## config.mk

```make
export PLATFORM = sky130hd
export DESIGN_NAME = fpu_issue_ctrl
export DESIGN_NICKNAME = d
export VERILOG_FILES = /design/src/rtl/fpu_issue_ctrl.sv
export SDC_FILE = /design/constraint.sdc
export NUM_CORES = 1
export LEC_CHECK = 0
export BUFFER_PORTS_ARGS = -buffer_cell sky130_fd_sc_hd__buf_2
export CORE_MARGIN = 2
export CORE_UTILIZATION = 41
export CTS_CLUSTER_DIAMETER = 150
export DETAILED_ROUTE_END_ITERATION = 8
export GPL_TIMING_DRIVEN = 1
export PLACE_DENSITY = 0.78
export SETUP_SLACK_MARGIN = 0.15
export SLEW_MARGIN = 30
export SYNTH_ARGS = -nofsm -noshare
export SYNTH_HDL_FRONTEND = slang
export SYNTH_SLANG_ARGS = --single-unit
```

## constraint.sdc

```tcl
create_clock -name clk -period 1.7 [get_ports clk]
set_input_delay 0.17 -clock clk [delete_from_list [all_inputs] [get_ports clk]]
set_output_delay 0.17 -clock clk [all_outputs]
set_load 0.01 [all_outputs]
```

## src/rtl/fpu_issue_ctrl.sv

```systemverilog
// fpu_issue_ctrl: single-outstanding request controller in front of one fpu.
// Accepts a request, holds operands for LATENCY cycles, captures fpu_outp and
// returns it with the caller's tag over a valid/ready response port.
// Optional NaN flag on the response: define FPU_ISSUE_NAN_CHECK_EN.
module fpu_issue_ctrl #(
   parameter int unsigned LATENCY = 4,
   parameter int unsigned TAG_W   = 4
) (
   input  logic             clk,
   input  logic             rst,
   input  logic             req_valid,
   output logic             req_ready,
   input  logic [31:0]      req_a,
   input  logic [31:0]      req_b,
   input  logic [1:0]       req_op,
   input  logic [TAG_W-1:0] req_tag,
   output logic [31:0]      fpu_a,
   output logic [31:0]      fpu_b,
   output logic [1:0]       fpu_opcode,
   input  logic [31:0]      fpu_outp,
   output logic             rsp_valid,
   input  logic             rsp_ready,
   output logic [31:0]      rsp_data,
   output logic [TAG_W-1:0] rsp_tag,
   output logic             rsp_nan,
   output logic [15:0]      ops_done
);

   localparam logic [7:0] LAT8 = 8'(LATENCY);

   typedef enum logic [1:0] {IDLE, BUSY, DONE} state_t;

   state_t     state, state_nxt;
   logic [7:0] cnt;
   logic       accept;
   logic       capture;
   logic       complete;

   assign accept   = req_valid & req_ready;
   assign capture  = (state == BUSY) && (cnt == 8'd1);
   assign complete = rsp_valid & rsp_ready;

   // State register
   always_ff @(posedge clk) begin
      if (rst) state <= IDLE;
      else     state <= state_nxt;
   end

   // Next-state logic
   always_comb begin
      state_nxt = state;
      unique case (state)
         IDLE:    if (accept)   state_nxt = BUSY;
         BUSY:    if (capture)  state_nxt = DONE;
         DONE:    if (complete) state_nxt = IDLE;
         default:               state_nxt = IDLE;
      endcase
   end

   // Handshake outputs decoded from state
   always_comb begin
      req_ready = (state == IDLE) & ~rst;
      rsp_valid = (state == DONE);
   end

   // Latency down-counter, loaded on acceptance
   always_ff @(posedge clk) begin
      if (rst)                cnt <= '0;
      else if (accept)        cnt <= LAT8;
      else if (state == BUSY) cnt <= cnt - 8'd1;
   end

   // Operand hold registers driving the fpu
   always_ff @(posedge clk) begin
      if (rst) begin
         fpu_a      <= '0;
         fpu_b      <= '0;
         fpu_opcode <= '0;
      end else if (accept) begin
         fpu_a      <= req_a;
         fpu_b      <= req_b;
         fpu_opcode <= req_op;
      end
   end

   // Response payload: tag taken at acceptance, data at capture
   always_ff @(posedge clk) begin
      if (rst) begin
         rsp_tag  <= '0;
         rsp_data <= '0;
      end else begin
         if (accept)  rsp_tag  <= req_tag;
         if (capture) rsp_data <= fpu_outp;
      end
   end

   // Completed-response counter, wraps naturally at 16 bits
   always_ff @(posedge clk) begin
      if (rst)           ops_done <= '0;
      else if (complete) ops_done <= ops_done + 16'd1;
   end

`ifdef FPU_ISSUE_NAN_CHECK_EN
   logic nan_q;

   // NaN flag: all-ones exponent with non-zero mantissa, taken at capture
   always_ff @(posedge clk) begin
      if (rst)          nan_q <= 1'b0;
      else if (capture) nan_q <= (fpu_outp[30:23] == 8'hFF) && (fpu_outp[22:0] != 23'd0);
   end

   assign rsp_nan = nan_q;
`else
   assign rsp_nan = 1'b0;
`endif

endmodule

```

==> results of run 1 <==
synth_stat cells, drive strengths merged:
master,n
o31ai,5
clkbuf,24
nand2b,71
dfxtp,128
nand3b,3
xor2,7
nor4,2
buf,16
ha,3
nand4b,2
and4b,1
nor2b,1
conb,1
xnor2,6
nand4,4
and4,1
or3,3
nand2,140
a21oi,43
o21ai,74
or4,4
nor3,10
nor2,14
nor3b,1
or2b,1
inv,6
o21bai,1
nand3,9
nor4bb,1
or2,2
and2,1
a221oi,1
worst max-delay path: stages (launching register included):
cell                      delay, ps
sky130_fd_sc_hd__dfxtp_4        370
sky130_fd_sc_hd__nand4_1        150
sky130_fd_sc_hd__or2_4          290
sky130_fd_sc_hd__or4_4          520
sky130_fd_sc_hd__a21oi_2        130
power groups by stage:
stage | clock network [uW] | registers, uW | logic [uW]
after CTS | 3680 | 3310 | 1080
final | 3610 | 3320 | 1210
after global placement | 0 | 3360 | 883
after detailed placement | 0 | 3370 | 890
after floorplan | 0 | 3450 | 390
after global routing | 3820 | 3340 | 1310
final cells by class:
class	count	area [um2]
clock buffer	27	513.0
fill	812	3326
clock inverter	5	75.07
timing repair buffer	361	2556
tap	143	178.9
multi-input combinational	413	2255
inverter	6	22.52
sequential	128	2590
what timing repair did:
action / CTS / global route
setup endpoints to repair: 6 / 105
resized for setup: 4 / 29
pin swaps: 3 / 13
hold endpoints to repair: 102 / 0
buffers inserted: 2 / 11
cloned: 0 / 6
hold buffers: 102 / 0
per-stage QoR:
| step | hold slack (ps) | power [uW] |
|---|---|---|
| CTS | 14.53 | 8069 |
| detailed placement | 367.7 | 4260 |
| global route | 75.88 | 8472 |
| finish | 54.36 | 8129 |
| floorplan | 278.5 | 3839 |
| global placement | 361.2 | 4245 |
registers in the layout, indices dropped and copies added, names as in the netlist:
signal,count
cnt,8
fpu_a,32
state,2
rsp_tag,4
rsp_data,32
ops_done,16
fpu_opcode,2
fpu_b,32
cell families after synthesis:
group,share of synthesized area [%]
compound gates,13.06
xor+xnor,2.326
fa+ha+maj,0.7668
buf+inv,4.089
flops,52.34
other cells,0.07659
simple gates,27.35
metal layers:
metal / up-vias / track usage, % / part of all wire (%)
li1: 2605 / - / -
met1: 2417 / 25.39 / 40
met2: 232 / 39.72 / 50
met3: 45 / 7.017 / 6.6
met4: 0 / 13.01 / 3.3
met5: - / 0 / 0
path summary, 6_finish.rpt:
check	from	endpoint	slack [ps]	cells past startpoint
max reg2reg	ops_done[3]$_SDFFE_PP0P_	ops_done[13]$_SDFFE_PP0P_	160	4
min	req_valid	state[0]$_SDFFE_PP0P_	50	3
max	ops_done[3]$_SDFFE_PP0P_	ops_done[13]$_SDFFE_PP0P_	160	4
min reg2reg	rsp_data[7]$_SDFFE_PP0P_	rsp_data[7]$_SDFFE_PP0P_	450	2
==> reports/results.md, run 1 <==
| Metric | This run |
|---|---|
| DR vias | 5,299 |
| Total number of placement rows | 39 |
| Average detailed-routed wire length per instance | 14.63 um |
| Final worst clock skew | 5.742 ps |
| TritonCTS clock tree | built |
| Number of antenna-violating nets in the routed design | 0 |
| Internal portion of total power | 6180 uW |
| Number of standard cells in the layout, taps in and fillers out | 1,083 |
| Worst-case clock buffer depth | 2 |
| Crit path required time | 2050 ps |
| First-pass detailed-route iteration total | 5 |
| Final setup TNS | 0 ps |
| Setup WS post-layout | 165.0 ps |
| Final std cell area, no fill | 8190 um2 |
| Power Density | 992.5 nW/um2 |
| Fmax | 0.6514 GHz |
| Slew at the pin closest to its max-slew limit | 509.5 ps |
| Clock input transition at the sequential cells of the worst setup and hold paths | 50 ps |
| Nets | 1,036 |
| Wire length of the first global-routing pass | 23,830 um |
| Comb power frac | 14.8% |
| Global route total overflow | 0 |
| Number of endpoints with negative hold slack in the final report | 0 |
| Maximum net fanout on the critical path | 6 |
| Arrival time at the worst endpoint | 1880 ps |
| Fraction of final layout cells sized beyond drive strength 1 | 34.15% |
| Layout Area Growth over Synthesis | 67.29% |
| Number of max-cap violations | 0 |
| Placed Instances | 930 |
| Largest net degree at the start of global routing | 129 |
| Antenna violations before repair | 0 |
| Flop and latch count out of synthesis | 128 |
| Htree depth | 4 |
| Hold Crit Class | input port to register |
| Power spent charging and discharging nets | 1949 uW |
| Power share of the clock group | 44.4% |
| Commonest cells after routing, fill and taps aside | sky130_fd_sc_hd__buf_2, sky130_fd_sc_hd__nand2_1, sky130_fd_sc_hd__dfxtp_1, sky130_fd_sc_hd__dlygate4sd3_1, sky130_fd_sc_hd__o21ai_0 |
| Number of synthesis warnings | 0 |
| Starting density of the core | 42.51% |
| Via-to-Cell Ratio | 4.893 |
| Post-Route Utilization | 71.12% |
| Antenna diodes | 0 |
| Setup repair after global routing missed its margin | true |
| Chip height | 113.3 um |
| Area leader, netlist | sky130_fd_sc_hd__dfxtp_1 |
| Total half-perimeter wirelength after legalization and detailed placement | 7940 um |
| Drt initial violations | 469 |
| Final routed DRC violation total | 0 |
| Startpoint type of the worst setup path | register |
| Number of instances in the synthesized netlist | 586 |
| Cell area after synthesis | 4896 um2 |
| Maximum resistive drop on vdd | 625.5 uV |
| Cell types occupying the most area after synthesis | sky130_fd_sc_hd__dfxtp_1, sky130_fd_sc_hd__nand2_1, sky130_fd_sc_hd__nand2b_1, sky130_fd_sc_hd__o21ai_0, sky130_fd_sc_hd__a21oi_1 |
| Post-Synthesis Mean Instance Area | 8.355 um2 |
| Area of the placeable core | 11,520 um2 |
| Setup violation total in the final timing report | 0 |
| Number of library cell types mapped by synthesis | 39 |
| Die X | 113.3 um |
| Fraction of post-synthesis cell area in the top cell type by area | 52.34% |
| Post-Route WL | 15,840 um |
| Run status | finished clean |
| Placement Cell Area | 6247 um2 |
| Number of buffers created by CTS | 17 |
| Most common cell after layout, fill and taps aside | sky130_fd_sc_hd__buf_2 |
| Placer Congestion | 0.8014 |
| CTS Root Buffer Type | sky130_fd_sc_hd__clkbuf_16 |
| Worst-case setup slack after placement | 83.11 ps |
| CP Capture Type | register |
| Overall global routing resource usage | 23.12% |
| Number of global-route vias before repair | 5,077 |
| Time the final worst path needs with I/O delays and setup | 1535 ps |
| Number of sinks handled by clock tree synthesis | 128 |
| Cell leakage power | 0.003631 uW |
| Top-Level Pins | 227 |
| Number of port buffers | 225 |
| Insertion delay of the later-clocked pin in the worst-skew pair | 410 ps |
| Register area share after synthesis | 52.34% |
| Crit Path Class | register to register |
| Net switching share of the total power | 23.97% |
| Syn nets | 695 |
| Relative slew slack | 66.03% |
| Area of the die | 12,830 um2 |
| Part of the total power dissipated in sequential elements | 40.8% |
| Final number of max-transition violations | 0 |
| Tcrit/Tclk final | 90.30% |
Note: power is estimated with default switching activity, not from simulation.
==> inputs of run 2 (changes only) <==
--- a/config.mk
+++ b/config.mk
@@ -5,13 +5,13 @@
 export SDC_FILE = /design/constraint.sdc
 export NUM_CORES = 1
 export LEC_CHECK = 0
-export BUFFER_PORTS_ARGS = -buffer_cell sky130_fd_sc_hd__buf_2
 export CORE_MARGIN = 2
 export CORE_UTILIZATION = 41
 export CTS_CLUSTER_DIAMETER = 150
 export DETAILED_ROUTE_END_ITERATION = 8
+export DONT_BUFFER_PORTS = 1
 export GPL_TIMING_DRIVEN = 1
-export PLACE_DENSITY = 0.78
+export PLACE_DENSITY = 0.61
 export SETUP_SLACK_MARGIN = 0.15
 export SLEW_MARGIN = 30
 export SYNTH_ARGS = -nofsm -noshare
==> constraint.sdc (replaced) <==
create_clock -name clk -period 1.35 [get_ports clk]
set_input_delay 0.135 -clock clk [delete_from_list [all_inputs] [get_ports clk]]
set_output_delay 0.135 -clock clk [all_outputs]
set_load 0.01 [all_outputs]
==> reports/results.md, run 2 (synthesis results as in run 1) <==
| Metric | This run | vs previous |
|---|---|---|
| Run status | finished, violations left |  |
| Commonest cells after routing, fill and taps aside | sky130_fd_sc_hd__dfxtp_1, sky130_fd_sc_hd__dlygate4sd3_1, sky130_fd_sc_hd__nand2b_1, sky130_fd_sc_hd__o21ai_2, sky130_fd_sc_hd__nand2_1 |  |
| Htree depth | 4 | unchanged |
| Maximum resistive drop on vdd | 841.6 uV | +35% |
| Number of buffers created by CTS | 17 | unchanged |
| Placer Congestion | 0.7690 | -4.0% |
| Startpoint type of the worst setup path | register |  |
| Number of max-cap violations | 0 | unchanged |
| Overall global routing resource usage | 25.70% | +2.6 points |
| Largest net degree at the start of global routing | 130 | +0.78% |
| Cell leakage power | 0.003652 uW | +0.58% |
| Top Registers | fpu_a x32, fpu_b x32, rsp_data x32 |  |
| Antenna violations before repair | 1 | +1 |
| Overall power after layout | 10,820 uW | +33% |
| Top-Level Pins | 227 | unchanged |
| Number of buffers added to fix hold violations after cts | 95 | -6.9% |
| Starting density of the core | 42.51% | unchanged |
| Wire length of the first global-routing pass | 25,900 um | +8.7% |
| Maximum net fanout on the critical path | 8 | +2 |
| Time the final worst path needs with I/O delays and setup | 1584 ps | +48.82 ps |
| Chip height | 113.3 um | unchanged |
| Tcrit/Tclk final | 117.3% | +27 points |
| Final setup TNS | -16,330 ps | -16,330 ps |
| Total number of placement rows | 39 | unchanged |
| Area of the die | 12,830 um2 | unchanged |
| Worst-case setup slack after placement | -155.1 ps | -238.2 ps |
| Clock input transition at the sequential cells of the worst setup and hold paths | 60 ps | about the same |
| Nets | 877 | -15% |
| Failing checks | hold timing, setup timing |  |
| Fraction of final layout cells sized beyond drive strength 1 | 45.96% | +12 points |
| Most common cell after layout, fill and taps aside | sky130_fd_sc_hd__dfxtp_1 |  |
| Number of endpoints with negative hold slack in the final report | 74 | +74 |
| Crit path required time | 1640 ps | -410 ps |
| DR vias | 5,106 | -3.6% |
| Setup repair after global routing missed its margin | true |  |
| Number of sinks handled by clock tree synthesis | 128 | unchanged |
| Worst-case clock buffer depth | 2 | unchanged |
| Setup violation total in the final timing report | 116 | +116 |
| Hold slack | -212.5 ps | -266.8 ps |
| Number of antenna-violating nets in the routed design | 0 | unchanged |
| Layout Area Growth over Synthesis | 85.02% |  |
| Power Density | 1194 nW/um2 | +20% |
| Arrival time at the worst endpoint | 1880 ps | about the same |
| First-pass detailed-route iteration total | 5 | unchanged |
| Post-Route WL | 20,210 um | +28% |
| Final number of max-transition violations | 0 | unchanged |
| Total half-perimeter wirelength after legalization and detailed placement | 7568 um | -4.7% |
| Area of the placeable core | 11,520 um2 | unchanged |
| Number of port buffers | 0 | -100% |
| Global route total overflow | 0 | unchanged |
| Average detailed-routed wire length per instance | 21.90 um | +50% |
| Via-to-Cell Ratio | 5.532 | +13% |
| CP Capture Type | register |  |
| Placed Instances | 735 | -21% |
| Final routed DRC violation total | 0 | unchanged |
| Fmax | 0.6314 GHz | -3.1% |
| Setup WS post-layout | -233.9 ps | -398.8 ps |
| CTS Root Buffer Type | sky130_fd_sc_hd__clkbuf_16 |  |
| Insertion delay of the later-clocked pin in the worst-skew pair | 410 ps | about the same |
| TritonCTS clock tree | built |  |
| Die X | 113.3 um | unchanged |
| Drt initial violations | 371 | -21% |
| Number of standard cells in the layout, taps in and fillers out | 923 | -15% |
| Final worst clock skew | 11.19 ps | +5.445 ps |
| Hold Crit Class | input port to register |  |
| Crit Path Class | register to register |  |
| Number of global-route vias before repair | 5,027 | -0.98% |
-- run 2: changes by cell type in the layout (fill, tap and decap cells not counted), sizes merged --
cell / delta
diode: +1
clkbuf: -2
inv: +1
dlygate4sd3: -7
buf: -151
bufinv: -1
and2: -1
-- run 2: layer usage --
| metal | vias to the layer above | wire length (um) | share of wire, % | GRT usage [%] |
|---|---|---|---|---|
| met2 | 301 | 10730 | 53 | 44.83 |
| met3 | 67 | 1532 | 7.6 | 9.159 |
| li1 | 2298 | - | - | - |
| met5 | - | 0 | 0 | 0 |
| met4 | 0 | 853 | 4.2 | 13.01 |
| met1 | 2440 | 7101 | 35 | 27.41 |
-- run 2: stage by stage --
| stage | util [%] | cell area, um2 |
|---|---|---|
| finish | 78.66 | 9059 |
| global route | 78.66 | 9059 |
| CTS | 70.14 | 8078 |
| detailed placement | 46.71 | 5379 |
| global placement | 46.71 | 5379 |
| floorplan | - | 5111 |
-- run 2: area by class of cell --
| class | instances | area [um2] |
|---|---|---|
| tap | 143 | 178.9 |
| fill | 609 | 2457 |
| inverter | 6 | 22.52 |
| timing repair buffer | 203 | 2517 |
| clock inverter | 5 | 51.30 |
| antenna | 1 | 2.502 |
| multi-input combinational | 412 | 3171 |
| clock buffer | 25 | 516.7 |
| sequential | 128 | 2599 |
-- run 2: what timing repair did --
item	in CTS	in global routing
buffers inserted	30	9
pin swaps	59	74
setup endpoints to repair	123	128
hold endpoints to repair	128	102
cloned	18	5
resized for setup	134	204
-- run 2: final timing paths --
kind	from	endpoint	slack, ps	cells after the start
hold reg to reg	rsp_data[24]$_SDFFE_PP0P_	rsp_data[24]$_SDFFE_PP0P_	500	2
hold / removal	rst	ops_done[7]$_SDFFE_PP0P_	-210	1
setup / recovery	state[0]$_SDFFE_PP0P_	fpu_opcode[0]$_SDFFE_PP0P_	-230	8
setup reg to reg	state[0]$_SDFFE_PP0P_	fpu_opcode[0]$_SDFFE_PP0P_	-230	8
-- run 2: power by group --
part	switching, uW	internal (uW)	total [uW]	leakage (uW)
combinational	880	1110	1990	0.00231
clock	1640	2810	4450	0.000284
sequential	342	4030	4370	0.00105
total	2860	7950	10800	0.00365
-- run 2: critical path: stages (launching register included) --
cell	delay, ps
sky130_fd_sc_hd__dfxtp_4	350
sky130_fd_sc_hd__buf_6	120
sky130_fd_sc_hd__nor3_4	160
sky130_fd_sc_hd__and2_4	210
sky130_fd_sc_hd__buf_12	150
sky130_fd_sc_hd__buf_8	130
sky130_fd_sc_hd__buf_6	120
sky130_fd_sc_hd__clkbuf_16	140
sky130_fd_sc_hd__o21ai_2	70
==> inputs of run 3 (changes only) <==
--- a/config.mk
+++ b/config.mk
@@ -5,13 +5,15 @@
 export SDC_FILE = /design/constraint.sdc
 export NUM_CORES = 1
 export LEC_CHECK = 0
+export CELL_PAD_IN_SITES_DETAIL_PLACEMENT = 1
+export CELL_PAD_IN_SITES_GLOBAL_PLACEMENT = 2
 export CORE_MARGIN = 2
-export CORE_UTILIZATION = 41
+export CORE_UTILIZATION = 30
 export CTS_CLUSTER_DIAMETER = 150
 export DETAILED_ROUTE_END_ITERATION = 8
 export DONT_BUFFER_PORTS = 1
 export GPL_TIMING_DRIVEN = 1
-export PLACE_DENSITY = 0.61
+export PLACE_DENSITY = 0.77
 export SETUP_SLACK_MARGIN = 0.15
 export SLEW_MARGIN = 30
 export SYNTH_ARGS = -nofsm -noshare
==> reports/results.md, run 3 (synthesis results as in run 1) <==
| Metric | This run | vs previous |
|---|---|---|
| Global routing's busiest layer | met2 |  |
| Fmax | 0.6485 GHz | +2.7% |
| Number of global-route vias before repair | 5,116 | +1.8% |
| Area of the placeable core | 15,940 um2 | +38% |
| Failing checks | hold timing, setup timing |  |
| Hold Crit Class | input port to register |  |
| Time the final worst path needs with I/O delays and setup | 1542 ps | -41.80 ps |
| Starting density of the core | 30.71% | -12 points |
| Critical-path cell list | buf_6, nor3_4, and2_4, buf_12, clkbuf_16, clkbuf_16, nand2_2, o21ai_1 |  |
| Startpoint of the tightest hold check path | rst |  |
| Fill cell total of the finished layout | 1,640 | +170% |
| Hold slack | -187.8 ps | +24.68 ps |
| Tcrit/Tclk final | 114.2% | -3.1 points |
| Number of buffers added to fix hold violations after cts | 86 | -9.5% |
| Fraction of final layout cells sized beyond drive strength 1 | 45.83% | -0.12 points |
| Worst-case clock buffer depth | 2 | unchanged |
| Met1 global-route usage | 20.01% | -7.4 points |
| CP Capture Point | fpu_b[10]$_SDFFE_PP0P_ |  |
| Drt initial violations | 147 | -60% |
| Run status | finished, violations left |  |
| Worst Reg2Reg Path Length in Cells | 8 | unchanged |
| Number of buffers created by CTS | 17 | unchanged |
| Largest net degree at the start of global routing | 130 | unchanged |
| Overall power after layout | 11,100 uW | +2.6% |
| Number of standard cells in the layout, taps in and fillers out | 985 | +6.7% |
| Number of port buffers | 0 | unchanged |
| Number of antenna-violating nets in the routed design | 0 | unchanged |
| Total half-perimeter wirelength after legalization and detailed placement | 9195 um | +21% |
| Startpoint type of the worst setup path | register |  |
| Final number of max-transition violations | 0 | unchanged |
| Maximum net fanout on the critical path | 7 | -1 |
| Layout Area Growth over Synthesis | 84.23% |  |
| Maximum resistive drop on vdd | 880.2 uV | +4.6% |
| Final worst clock skew | 8.766 ps | -2.421 ps |
| Origin of the worst setup path | state[0]$_SDFFE_PP0P_ |  |
| Area of the die | 17,360 um2 | +35% |
| Chip height | 131.8 um | +16% |
| CP Capture Type | register |  |
| Via-to-Cell Ratio | 4.985 | -9.9% |
| Setup WS post-layout | -192.1 ps | +41.80 ps |
| Wire length of the first global-routing pass | 26,490 um | +2.3% |
| DR vias | 4,910 | -3.8% |
| Overall global routing resource usage | 18.98% | -6.7 points |
| Htree depth | 4 | unchanged |
| Top-Level Pins | 227 | unchanged |
| Startpoint of the most critical register-to-register path | state[0]$_SDFFE_PP0P_ |  |
| Largest incremental delay on the critical path | 330 ps | -20 ps |
| Power Density | 1231 nW/um2 | +3.1% |
| Total number of placement rows | 46 | +18% |
| CP max stage cell | sky130_fd_sc_hd__dfxtp_2 |  |
| Met3 Use GR | 6.767% | -2.4 points |
| First-pass detailed-route iteration total | 4 | -1 |
| CTS Root Buffer Type | sky130_fd_sc_hd__clkbuf_16 |  |
| Placed Instances | 806 | +9.7% |
| Most common cell after layout, fill and taps aside | sky130_fd_sc_hd__dfxtp_1 |  |
| Worst reg-to-reg setup slack | -190 ps | +40 ps |
| Cell leakage power | 0.003595 uW | -1.6% |
| Clock input transition at the sequential cells of the worst setup and hold paths | 60 ps | about the same |
| Placer Congestion | 0.7398 | -3.8% |
| Setup repair after global routing missed its margin | true |  |
| Number of sinks handled by clock tree synthesis | 128 | unchanged |
| Insertion delay of the later-clocked pin in the worst-skew pair | 420 ps | about the same |
| Global route total overflow | 0 | unchanged |
| Worst-case setup slack after placement | -173.2 ps | -18.09 ps |
| Antenna violations before repair | 1 | unchanged |
| Top Registers | fpu_a x32, fpu_b x32, rsp_data x32 |  |
| Setup violation total in the final timing report | 118 | +1.7% |
| Commonest cells after routing, fill and taps aside | sky130_fd_sc_hd__dfxtp_1, sky130_fd_sc_hd__dlygate4sd3_1, sky130_fd_sc_hd__nand2b_1, sky130_fd_sc_hd__nand2_1, sky130_fd_sc_hd__o21ai_2 |  |
| Arrival time at the worst endpoint | 1890 ps | about the same |
| CP dominant cell by count | sky130_fd_sc_hd__clkbuf_16 |  |
| Number of max-cap violations | 0 | unchanged |
| Die X | 131.8 um | +16% |
| Final routed DRC violation total | 0 | unchanged |
| TritonCTS clock tree | built |  |
| Post-Route Utilization | 56.58% | -22 points |
| Destination of the worst register-to-register timing path | fpu_b[10]$_SDFFE_PP0P_ |  |
| Number of endpoints with negative hold slack in the final report | 70 | -5.4% |
| Average detailed-routed wire length per instance | 21.02 um | -4.0% |
| Post-Route WL | 20,710 um | +2.4% |
| Met2 track utilization from global routing | 34.26% | -11 points |
| Nets | 865 | -1.4% |
| Crit path required time | 1700 ps | +60 ps |
| Crit Path Class | register to register |  |
-- run 3: power breakdown --
part	internal (uW)	leakage (uW)	switching (uW)
Sequential	4030	0.00105	321
Clock	3140	0.000303	1810
Combinational	1010	0.00224	794
-- run 3: metrics by stage --
step                      hold slack, ps  instance area, um2  TNS, ps
after floorplan                    243.4                5111    -2650
after CTS                         -239.7                7570    -8904
after detailed placement           208.5                5468    -6945
after global placement             206.8                5468    -2715
after global routing              -235.2                9020   -21420
final                             -187.8                9020   -14200
-- run 3: per-layer routing --
| layer | routed length (um) | up-vias |
|---|---|---|
| met3 | 1292 | 32 |
| met4 | 421 | 0 |
| li1 | - | 2292 |
| met2 | 11170 | 170 |
| met5 | 0 | - |
| met1 | 7820 | 2416 |
-- run 3: critical path: cells and delay by family (launching register included) --
family	cells	cell delay, ps
and+or+nand+nor	3	520
AOI/OAI and AO/OA	1	70
DFF	1	330
buffers and inverters	4	550
-- run 3: layout make-up --
cell class                 count  area, um2  share of cell area (%)
multi-input combinational    412       3136                   34.76
inverter                       6      22.52                  0.2497
tap                          216      270.3                   2.996
sequential                   128       2597                   28.80
clock buffer                  18      439.2                   4.869
antenna                        1      2.502                 0.02774
timing repair buffer         191       2366                   26.23
clock inverter                13      186.4                   2.067
-- run 3: repair_timing --
| item | 4_1_cts | 5_1_grt |
|---|---|---|
| endpoints found under the hold margin | 128 | 112 |
| buffers inserted | 19 | 13 |
| endpoints found under the setup margin | 128 | 130 |
| cloned | 6 | 23 |
| resized for setup | 70 | 233 |
| pin swaps | 25 | 103 |
-- run 3: how the worst min path moves through the flow --
stage,endpoint,cells past startpoint
6_report,ops_done[7]$_SDFFE_PP0P_,1
5_1_grt,ops_done[5]$_SDFFE_PP0P_,1
3_5_place_dp,ops_done[7]$_SDFFE_PP0P_,1
2_1_floorplan,state[0]$_SDFFE_PP0P_,2
3_3_place_gp,ops_done[7]$_SDFFE_PP0P_,1
4_1_cts,state[1]$_SDFFE_PP0P_,1
